===== src/rtl/calc_pkg.sv =====
// Shared types and helpers for the calculator sequencer.
package calc_pkg;

  typedef enum logic [1:0] {
    OP_ADD = 2'd0,
    OP_SUB = 2'd1,
    OP_MUL = 2'd2,
    OP_DIV = 2'd3
  } op_e;

  typedef enum logic [1:0] {
    S_IDLE = 2'd0,
    S_EXEC = 2'd1,
    S_DONE = 2'd2
  } state_e;

  // Widest result the clamp helper can produce; callers slice the low WIDTH bits.
  localparam int unsigned SatMaxWidth = 64;

  // Saturation value for a width-bit two's complement result: MIN if neg, else MAX.
  function automatic logic [SatMaxWidth-1:0] sat_clamp(input int unsigned width, input logic neg);
    logic [SatMaxWidth-1:0] one_v;
    logic [SatMaxWidth-1:0] min_v;
    one_v = {{(SatMaxWidth-1){1'b0}}, 1'b1};
    min_v = one_v << (width - 1);
    return neg ? min_v : (min_v - one_v);
  endfunction

endpackage


===== src/rtl/calc_iter_step.sv =====
// One iteration of the multi-cycle datapath.
// MUL: right-shifting shift-and-add; work = {partial_hi, remaining multiplier bits}.
// DIV: restoring division; work = {partial remainder, dividend/quotient bits}.
module calc_iter_step
  import calc_pkg::*;
#(
  parameter int unsigned WIDTH = 8
) (
  input  logic [1:0]         op_i,
  input  logic [2*WIDTH-1:0] work_i,
  input  logic [WIDTH-1:0]   m_i,
  output logic [2*WIDTH-1:0] work_o
);

  logic [WIDTH:0]   hi_sum;
  logic [2*WIDTH:0] shifted;
  logic [WIDTH:0]   top;
  logic [WIDTH:0]   diff;

  // Compute the next work register for the selected operation.
  always_comb begin
    hi_sum  = '0;
    shifted = '0;
    top     = '0;
    diff    = '0;
    work_o  = work_i;
    if (op_i == OP_DIV) begin
      shifted = {work_i, 1'b0};
      top     = shifted[2*WIDTH:WIDTH];
      diff    = top - {1'b0, m_i};
      // Non-negative trial difference: keep it and set this quotient bit.
      if (!diff[WIDTH]) begin
        work_o = {diff[WIDTH-1:0], shifted[WIDTH-1:1], 1'b1};
      end else begin
        work_o = {top[WIDTH-1:0], shifted[WIDTH-1:0]};
      end
    end else begin
      hi_sum = {1'b0, work_i[2*WIDTH-1:WIDTH]} + (work_i[0] ? {1'b0, m_i} : '0);
      work_o = {hi_sum, work_i[WIDTH-1:1]};
    end
  end

endmodule


===== src/rtl/calc_sequencer.sv =====
// Multi-cycle signed ADD/SUB/MUL/DIV sequencer with valid/ready on both sides.
// Optional feature: define CALC_SAT_EN to clamp overflowing results to MIN/MAX.
module calc_sequencer
  import calc_pkg::*;
#(
  parameter int unsigned WIDTH = 8
) (
  input  logic             clk,
  input  logic             rst,
  input  logic             in_valid,
  output logic             in_ready,
  input  logic [1:0]       in_op,
  input  logic [WIDTH-1:0] in_a,
  input  logic [WIDTH-1:0] in_b,
  output logic             out_valid,
  input  logic             out_ready,
  output logic [WIDTH-1:0] out_result,
  output logic [WIDTH-1:0] out_rem,
  output logic             out_ovf,
  output logic             out_dz
);

  localparam int unsigned CntW = $clog2(WIDTH + 1);

  state_e             state_q;
  op_e                op_q;
  logic [WIDTH-1:0]   a_q, b_q, m_q;
  logic [2*WIDTH-1:0] work_q, work_step;
  logic [CntW-1:0]    cnt_q;
  logic               out_valid_q, ovf_q, dz_q;
  logic [WIDTH-1:0]   result_q, rem_q;

  logic [WIDTH-1:0]   mag_a, mag_b;
  logic [WIDTH:0]     a_ext, b_ext, add_sum;
  logic               res_neg;
  logic [2*WIDTH-1:0] prod;
  logic [WIDTH-1:0]   quo_mag, rem_mag;
  logic [WIDTH-1:0]   fin_wrap, fin_res, fin_rem;
  logic               fin_ovf;

  // Magnitudes of the incoming operands; |MIN| still fits as an unsigned WIDTH-bit value.
  assign mag_a = in_a[WIDTH-1] ? -in_a : in_a;
  assign mag_b = in_b[WIDTH-1] ? -in_b : in_b;

  assign a_ext   = {a_q[WIDTH-1], a_q};
  assign b_ext   = {b_q[WIDTH-1], b_q};
  assign add_sum = (op_q == OP_SUB) ? (a_ext - b_ext) : (a_ext + b_ext);
  assign res_neg = a_q[WIDTH-1] ^ b_q[WIDTH-1];
  assign prod    = res_neg ? -work_q : work_q;
  assign quo_mag = work_q[WIDTH-1:0];
  assign rem_mag = work_q[2*WIDTH-1:WIDTH];

  calc_iter_step #(
    .WIDTH(WIDTH)
  ) u_step (
    .op_i  (op_q),
    .work_i(work_q),
    .m_i   (m_q),
    .work_o(work_step)
  );

  // Sign fix-up and overflow detection for the finished operation (wrapping result).
  always_comb begin
    fin_wrap = '0;
    fin_rem  = '0;
    fin_ovf  = 1'b0;
    unique case (op_q)
      OP_ADD, OP_SUB: begin
        fin_wrap = add_sum[WIDTH-1:0];
        fin_ovf  = add_sum[WIDTH] ^ add_sum[WIDTH-1];
      end
      OP_MUL: begin
        fin_wrap = prod[WIDTH-1:0];
        // Fits in WIDTH bits only if the upper bits are a pure sign extension.
        fin_ovf  = !((&prod[2*WIDTH-1:WIDTH-1]) || !(|prod[2*WIDTH-1:WIDTH-1]));
      end
      OP_DIV: begin
        fin_wrap = res_neg ? -quo_mag : quo_mag;
        fin_rem  = a_q[WIDTH-1] ? -rem_mag : rem_mag;
        // Only MIN / -1 yields a positive quotient of 2^(W-1).
        fin_ovf  = !res_neg && quo_mag[WIDTH-1];
      end
      default: ;
    endcase
  end

`ifdef CALC_SAT_EN
  logic                   fin_neg;
  logic [SatMaxWidth-1:0] clamp_val;

  // Sign of the true (unwrapped) result, used to pick the clamp direction.
  always_comb begin
    unique case (op_q)
      OP_ADD, OP_SUB: fin_neg = add_sum[WIDTH];
      default:        fin_neg = res_neg;
    endcase
  end

  assign clamp_val = sat_clamp(WIDTH, fin_neg);
  assign fin_res   = fin_ovf ? clamp_val[WIDTH-1:0] : fin_wrap;
`else
  assign fin_res = fin_wrap;
`endif

  // Control FSM with registered outputs; one transaction in flight at a time.
  always_ff @(posedge clk) begin
    if (rst) begin
      state_q     <= S_IDLE;
      op_q        <= OP_ADD;
      a_q         <= '0;
      b_q         <= '0;
      m_q         <= '0;
      work_q      <= '0;
      cnt_q       <= '0;
      out_valid_q <= 1'b0;
      result_q    <= '0;
      rem_q       <= '0;
      ovf_q       <= 1'b0;
      dz_q        <= 1'b0;
    end else begin
      unique case (state_q)
        S_IDLE: begin
          if (in_valid) begin
            op_q    <= op_e'(in_op);
            a_q     <= in_a;
            b_q     <= in_b;
            cnt_q   <= '0;
            state_q <= S_EXEC;
            if (in_op == OP_DIV) begin
              work_q <= {{WIDTH{1'b0}}, mag_a};
              m_q    <= mag_b;
            end else begin
              work_q <= {{WIDTH{1'b0}}, mag_b};
              m_q    <= mag_a;
            end
          end
        end
        S_EXEC: begin
          if (op_q == OP_DIV && b_q == '0) begin
            result_q    <= '0;
            rem_q       <= '0;
            ovf_q       <= 1'b0;
            dz_q        <= 1'b1;
            out_valid_q <= 1'b1;
            state_q     <= S_DONE;
          end else if (op_q == OP_ADD || op_q == OP_SUB || cnt_q == CntW'(WIDTH)) begin
            result_q    <= fin_res;
            rem_q       <= fin_rem;
            ovf_q       <= fin_ovf;
            dz_q        <= 1'b0;
            out_valid_q <= 1'b1;
            state_q     <= S_DONE;
          end else begin
            work_q <= work_step;
            cnt_q  <= cnt_q + CntW'(1);
          end
        end
        S_DONE: begin
          if (out_ready) begin
            out_valid_q <= 1'b0;
            state_q     <= S_IDLE;
          end
        end
        default: state_q <= S_IDLE;
      endcase
    end
  end

  assign in_ready   = (state_q == S_IDLE) && !rst;
  assign out_valid  = out_valid_q;
  assign out_result = result_q;
  assign out_rem    = rem_q;
  assign out_ovf    = ovf_q;
  assign out_dz     = dz_q;

endmodule


===== config.mk =====
export PLATFORM = sky130hd
export DESIGN_NAME = calc_sequencer
export DESIGN_NICKNAME = d
export VERILOG_FILES = /design/src/rtl/calc_pkg.sv /design/src/rtl/calc_iter_step.sv /design/src/rtl/calc_sequencer.sv
export SDC_FILE = /design/constraint.sdc
export NUM_CORES = 1
export LEC_CHECK = 0
export CORE_AREA = 2 2 92 111
export CTS_CLUSTER_DIAMETER = 200
export DETAILED_ROUTE_END_ITERATION = 10
export DIE_AREA = 0 0 94 113
export GPL_ROUTABILITY_DRIVEN = 0
export MAX_ROUTING_LAYER = met4
export PLACE_DENSITY = 0.75
export RECOVER_POWER = 25
export SYNTH_ARGS = -nofsm -noshare
export SYNTH_HDL_FRONTEND = slang
export SYNTH_SLANG_ARGS = --single-unit

===== constraint.sdc =====
create_clock -name clk -period 5.95 [get_ports clk]
set_input_delay 1.785 -clock clk [delete_from_list [all_inputs] [get_ports clk]]
set_output_delay 1.785 -clock clk [all_outputs]
set_load 0.03 [all_outputs]

Word-level counts from Yosys, hierarchy flattened
Cells that the tools add are included.

word-level totals
  flip-flop bits (word level) = 67
  input bits = 22
  output and inout bits = 20
  word-level logic and storage cells = 99

cells by class
  add/sub/neg operators = 10
  equal/unequal tests = 12
  muxes and demuxes = 39
  bitwise operators = 2
  reduce and logical (&&, ||, !) cells = 24

operator list
  operator                                      count
  2-to-1 mux 16 bit                             6
  2-to-1 mux 8 bit                              12
  negation 8 bit                                4
  case mux 16 bit (2 select lines)              1
  case mux 8 bit (3 select lines)               1
  negation 16 bit                               1
  2-to-1 mux 4 bit                              3
  adder 8 x 8 -> 9 bit                          1
  adder 8 x 9 -> 9 bit                          1
  2-to-1 mux 9 bit                              1
  AND reduction 9 bit                           1
  OR reduction 9 bit                            1
  subtractor 8 x 8 -> 9 bit                     1
  subtractor 9 x 8 -> 9 bit                     1
  == test 2 bit (second input constant)         4
  zero test 8 bit                               1
  2-to-1 mux 2 bit                              4
  != test 2 bit (second input constant)         4
  case mux 4 bit (2 select lines)               1
  2-to-1 mux 1 bit                              7
  case mux 2 bit (3 select lines)               1
  AND reduction 3 bit                           2
  nonzero test 2 bit                            3
  adder 4 x 1 -> 4 bit (second input constant)  1
  13 further kinds                              24

Depth between registers and ports, before layout
Gate-level depths: netlist of run 1.

  word-level depth = 9
  gate-level depth with buffers = 13
  depth with buffers taken out = 12

Hierarchy
Synthesis of run 1 repeated with hierarchy kept, for this count alone.

unflattened totals
  cell total of the unflattened synthesis = 712
  area, all modules = 5320.1 um2

modules (own cells, without submodules)
  module          times used  cells an instance  area an instance (um2)  seq. area each (um2)
  calc_sequencer  1           585                4365.4                  1341.3
  calc_iter_step  1           127                954.7                   0.0

Least setup slack after synthesis of run 1
No wires, ideal clock.

  path kind = input to output
  from = input port rst
  to = output port in_ready
  arrival = 2.682 ns
  required time = 4.165 ns
  slack = 1.483 ns
  cell stages on the path = 2
  buffers on the path = 1
  cells stage by stage = clkbuf_1 -> nor3_1

on the way
  longest elaborated chain between the ends = 2

RTL lines
  item               line                   source
  start, declared    calc_sequencer.sv:9    input logic rst,
  zero test 1 bit    calc_sequencer.sv:169  assign in_ready = (state_q == S_IDLE) && !rst;
  logical AND 1 bit  calc_sequencer.sv:169
  end, declared      calc_sequencer.sv:11   output logic in_ready,

Every way passes these cells.

Worst setup path after layout of run 1
Same ends and word-level chain as after synthesis.

==> flow_metrics.py, run 1 <==
metrics = {
    "outcome": {
        "status": "finished clean",
    },
    "finish": {
        "multi_input_area_um2": 3450,
        "post-route-util_pct": 60.6,
        "area_growth_pct": 12.6,
        "register_area_um2": 1340,
        "n_fill_cell": 898,
        "layout-drive-gt1-share_pct": 4.58,
        "nets": 751,
        "antenna_cells": 0,
    },
    "worst_setup_path": {
        "crit_path_max_fanout": 2,
        "cp-end-kind": "output port",
        "cp_data_required_time_ps": 4160,
        "worst_path_max_delay_cell": "clkdlybuf4s50_1",
        "worst_r2r_endpoint": "work_q[7]",
        "r2r_start": "op_q[1]",
        "critPathArrivalTime_ps": 2970,
        "reg2reg_depth": 7,
        "critPathKind": "in2out",
        "path_cells": "buf_2, nor3_1, clkdlybuf4s50_1",
        "cp_slowest_stage_delay_ps": 750,
        "worstSetupEndpoint": "in_ready",
        "worst-r2r-setup-slack_ps": 2140,
        "crit_start": "rst",
        "startpoint_type": "input pin",
    },
    "placement": {
        "hpwl_mm": 9.92,
        "io_buffers": 41,
    },
    "sta": {
        "worst_slew_pin_slew_ps": 1130,
        "finalHoldWorstSlack_ps": 459,
        "setup_tns_ps": 0,
        "rsz0062_at_grt": "false",
        "drv_slew": 0,
        "relSlewSlack_pct": 23.9,
        "maxClockFrequency_mhz": 210,
        "min_period_over_period_pct": 80.0,
        "finalHoldViolations": 0,
        "fin_skew_ps": 12.6,
        "layout_min_cycle_time_ps": 4760,
        "setup_viol": 0,
    },
    "floorplanning": {
        "core-area_um2": 9520,
        "dieArea_um2": 10600,
        "die_w_um": 94,
        "ios": 42,
        "start_util_pct": 53.8,
        "die_y_um": 113,
        "fp-row-count": 39,
    },
    "flow_run": {
        "maxCapViolations": 0,
    },
    "logic_synthesis": {
        "synth_area_per_cell_um2": 7.46,
        "synth_top_area_share_pct": 26.2,
        "synth_cell_types": 64,
        "synth_most_common_cell": "nand2_1",
        "postSynthCellCount": 686,
        "synth-edff-count": 0,
        "synth_area_leaders": "dfxtp_1 (26%), ha_1 (7.6%), nand2_1 (7.3%)",
        "yosysSeqAreaShare_pct": 26.2,
        "ys_seq_elements": 67,
        "syn_area_um2": 5120,
        "synthTopCellsByCount": "nand2_1 (100), nor2_1 (68), dfxtp_1 (67)",
        "synth-main-ff-cell": "dfxtp_1",
        "yosysWarnings": 0,
        "yosys.area.top_type": "dfxtp_1",
        "async_flop_share_pct": 0,
        "synthesis.nets": 742,
    },
    "drt": {
        "drc_errors": 0,
        "ant_nets": 0,
        "viasPerCell": 5.94,
        "wirelength_mm": 13.2,
        "first_pass_iters": 5,
        "drt-initial-drc-count": 316,
        "vias": 4880,
        "wire_per_inst_um": 16.1,
    },
    "clock_tree": {
        "cts_hold_buf": 0,
        "htree_levels": 3,
        "cts_num_sinks": 67,
        "postCtsResizedCells": 0,
        "clk-insertion-delay-late_ps": 340,
        "cts_max_path_buffers": 2,
        "cts_tree": "yes",
        "cts_made_buffers": 9,
        "clk_pin_slew_ps": 60,
        "post-cts-setup-buffer-count": 0,
        "root_buffer": "clkbuf_16",
    },
    "global_routing": {
        "grt_overflow": 0,
        "grt_pass1_vias": 4593,
        "grt_max_degree": 54,
        "grt_use_total_pct": 26.6,
        "antenna_found_initial": 0,
        "grt_pass1_wl_mm": 21.8,
    },
    "power": {
        "leakagePower_nw": 2.28,
        "power_density_nw_per_um2": 255,
        "p_total_mw": 1.47,
        "ir_drop_mv": 0.187,
    },
    "min_path": {
        "hp-class": "reg2reg",
    },
}
[power by group]
part	switching (mW)	internal [mW]	leakage (nW)
combinational	0.264	0.201	1.60
sequential	0.0358	0.476	0.546
clock	0.202	0.288	0.130
[sequential cells by signal (all words and copies together), names as in the netlist, 2 cells and up]
| signal | count |
|---|---|
| a_q | 8 |
| b_q | 8 |
| cnt_q | 4 |
| m_q | 8 |
| op_q | 2 |
| out_rem | 8 |
| out_result | 8 |
| state_q | 2 |
| work_q | 16 |
[worst min path at each step]
stage / from / endpoint / slack [ps] / cells past startpoint
2_1_floorplan: a_q[0] / a_q[0] / 440 / 2
5_1_grt: out_result[0] / out_result[0] / 490 / 2
4_1_cts: out_result[4] / out_result[4] / 460 / 2
3_5_place_dp: out_result[4] / out_result[4] / 450 / 2
6_report: out_result[4] / out_result[4] / 460 / 2
3_3_place_gp: out_result[7] / out_result[7] / 440 / 2
[cells in the final DEF (no fill, tap or decap), drive strengths merged, types with 3 or more instances in the layout]
cell / n
or3: 6
nor3: 32
a21o: 5
a32oi: 4
nand3: 14
a211oi: 6
o211ai: 6
fa: 3
clkdlybuf4s50: 39
ha: 31
a22oi: 5
mux2i: 13
clkinv: 4
mux2: 5
nand3b: 3
xor2: 22
nor2b: 6
o21ai: 26
nor3b: 4
nand2: 100
inv: 35
xnor2: 31
a22o: 15
and2: 6
o21a: 3
dfxtp: 67
a311oi: 4
o31ai: 8
clkbuf: 10
nand2b: 4
a21oi: 60
a31oi: 4
nor2: 70
a21boi: 4
nor4: 9
[layer usage]
| metal | global-route usage [%] | wire [µm] | vias up |
|---|---|---|---|
| met5 | - | 0 | - |
| met4 | 12.4 | 466 | 0 |
| met3 | 3.66 | 501 | 33 |
| met2 | 45.0 | 6610 | 149 |
| met1 | 31.0 | 5620 | 2274 |
| li1 | - | - | 2424 |
[cell families after synthesis]
group,Yosys count,share of synthesized area [%]
xor gates and xnor gates,54,9.66
muxes,18,3.64
DFF,67,26.2
adders and majority gates,34,8.75
buffers and inverters,80,6.01
AOI/OAI and AO/OA,166,21.0
and+or+nand+nor,267,24.7
[critical path: cells and delay by family]
kind	cells	cell delay, ps
buffers and inverters	2	870
and+or+nand+nor	1	310
[through the flow]
step | std cells | area [µm²] | setup slack [ps]
detailed placement | 807 | 5510 | 1230
CTS | 822 | 5780 | 1210
floorplan | 686 | 5120 | 1480
global placement | 807 | 5510 | 1250
global route | 822 | 5760 | 1140
finish | 822 | 5760 | 1190
[cell type report]
type	instances	area share, %
Clock inverter	5	0.521
Sequential cell	67	23.3
Tap cell	123	2.67
Multi-Input combinational cell	539	59.9
Timing Repair Buffer	42	7.17
Clock buffer	10	4.15
Inverter	36	2.35
(Power assumes the default switching activity.)
==> run 2: changes to the inputs <==
Clock period 5.95 ns to 4.6 ns, I/O delays scaled along.
==> run 2 against run 1 <==
Worst setup slack lost 500 ps. Clock power increased by 61%. Die area unchanged. First-iteration DRC count is 6.6% lower. Final cell count increased by 0.12%. Critical path depth unchanged. Combinational power up 31%. Power rose by 40%. Worst hold slack worse by 4.5 ps. Largest power group is now the clock network. Non-clock buffer count is 1 higher. Clock skew decreased by 4.6 ps.
==> flow_metrics.py, run 2 (synthesis gave the netlist of run 1 again) <==
metrics = {
    "sta": {
        "setup_tns_ps": 0,
        "min_period_over_period_pct": 85.0,
        "fin_skew_ps": 8.02,
        "worst_slew_pin_slew_ps": 1290,
        "finalHoldWorstSlack_ps": 454,
        "rsz0062_at_grt": "false",
        "fin_ws_ps": 689,
        "drv_slew": 0,
        "setup_viol": 0,
        "finalHoldViolations": 0,
        "relSlewSlack_pct": 13.0,
        "maxClockFrequency_mhz": 256,
        "layout_min_cycle_time_ps": 3910,
    },
    "clock_tree": {
        "cts_tree": "yes",
        "cts_made_buffers": 9,
        "cts_max_path_buffers": 2,
        "postCtsResizedCells": 0,
        "post-cts-setup-buffer-count": 0,
        "root_buffer": "clkbuf_16",
        "htree_levels": 3,
        "clk-insertion-delay-late_ps": 340,
        "cts_num_sinks": 67,
        "clk_pin_slew_ps": 60,
        "cts_hold_buf": 0,
    },
    "worst_setup_path": {
        "cp-end-kind": "output port",
        "reg2reg_depth": 6,
        "r2r_start": "op_q[1]",
        "worst_path_max_delay_cell": "clkdlybuf4s50_1",
        "worst-r2r-setup-slack_ps": 800,
        "crit_path_max_fanout": 2,
        "critPathArrivalTime_ps": 2530,
        "cp_data_required_time_ps": 3220,
        "cp_slowest_stage_delay_ps": 740,
        "critPathKind": "in2out",
        "startpoint_type": "input pin",
        "worst_r2r_endpoint": "work_q[1]",
        "path_cells": "buf_2, nor3_1, clkdlybuf4s50_1",
    },
    "global_routing": {
        "grt_overflow": 0,
        "grt_pass1_wl_mm": 22.2,
        "antenna_found_initial": 0,
        "grt_use_total_pct": 27.0,
        "grt_max_degree": 54,
        "grt_pass1_vias": 4820,
    },
    "finish": {
        "n_fill_cell": 875,
        "final_area_um2": 5850,
        "antenna_cells": 0,
        "layout_commonest_cell": "nand2_1",
        "layout-drive-gt1-share_pct": 4.86,
        "stdcell_count": 823,
        "area_growth_pct": 14.2,
        "largest_register_ffs": 16,
        "nets": 752,
        "largest_register": "work_q",
        "layout_common_cells": "nand2_1 (100), nor2_1 (68), dfxtp_1 (67)",
    },
    "floorplanning": {
        "core-area_um2": 9520,
        "die_y_um": 113,
        "dieArea_um2": 10600,
        "ios": 42,
        "die_w_um": 94,
        "fp-row-count": 39,
        "start_util_pct": 53.8,
    },
    "min_path": {
        "min_to": "out_result[1]",
        "hp-class": "reg2reg",
        "min_path_cells": 2,
        "hold_path.startpoint": "out_result[1]",
    },
    "drt": {
        "drt-initial-drc-count": 295,
        "wire_per_inst_um": 16.3,
        "drc_errors": 0,
        "first_pass_iters": 5,
        "wirelength_mm": 13.4,
        "vias": 4917,
        "viasPerCell": 5.97,
        "ant_nets": 0,
    },
    "power": {
        "power_density_nw_per_um2": 352,
        "leakagePower_nw": 2.33,
        "ir_drop_mv": 0.248,
    },
    "placement": {
        "placed_cell_area_um2": 5520,
        "hpwl_mm": 10.0,
        "place_ws_ps": 702,
        "io_buffers": 41,
        "dp.cells": 808,
    },
    "flow_run": {
        "maxCapViolations": 0,
    },
    "outcome": {
        "status": "finished clean",
    },
}
==> run 2: worst max-delay path: cells and delay by family <==
kind	cells	cell delay (ps)
simple gates	1	280
buf+inv	2	860
==> run 2: worst max-delay path by stage <==
stage / from / cells past startpoint / end
final: rst / 3 / in_ready
after global routing: op_q[1] / 7 / work_q[7]
after CTS: rst / 3 / in_ready
after detailed placement: rst / 3 / in_ready
after global placement: rst / 3 / in_ready
after floorplan: rst / 2 / in_ready
==> run 2: routing by layer <==
layer  up-vias  share of wire [%]  global-route usage, %
met1      2293                 42                   30.5
met2       153                 50                   45.5
met4         0                4.2                   13.6
li1       2427                  -                      -
met5         -                  0                      -
met3        44                4.5                   4.66
==> run 2: power by group <==
group	total [mW]	switching, mW	internal, mW
Combinational	0.607	0.345	0.261
Sequential	0.662	0.0465	0.615
Clock	0.791	0.263	0.528
==> run 2: cell type report <==
class | count | area (µm²) | share of cell area (%)
clock inverter | 6 | 115 | 1.97
sequential | 67 | 1340 | 22.9
tap | 123 | 154 | 2.63
clock buffer | 9 | 225 | 3.85
multi-input combinational | 539 | 3450 | 59.1
timing repair buffer | 43 | 420 | 7.19
inverter | 36 | 135 | 2.31
==> run 2: stage by stage <==
| step | util [%] | power, mW |
|---|---|---|
| after floorplan | - | 1.12 |
| after global placement | 58.0 | 1.26 |
| after detailed placement | 58.0 | 1.27 |
| after CTS | 61.6 | 2.07 |
| after global routing | 61.4 | 2.16 |
| final | 61.4 | 2.06 |
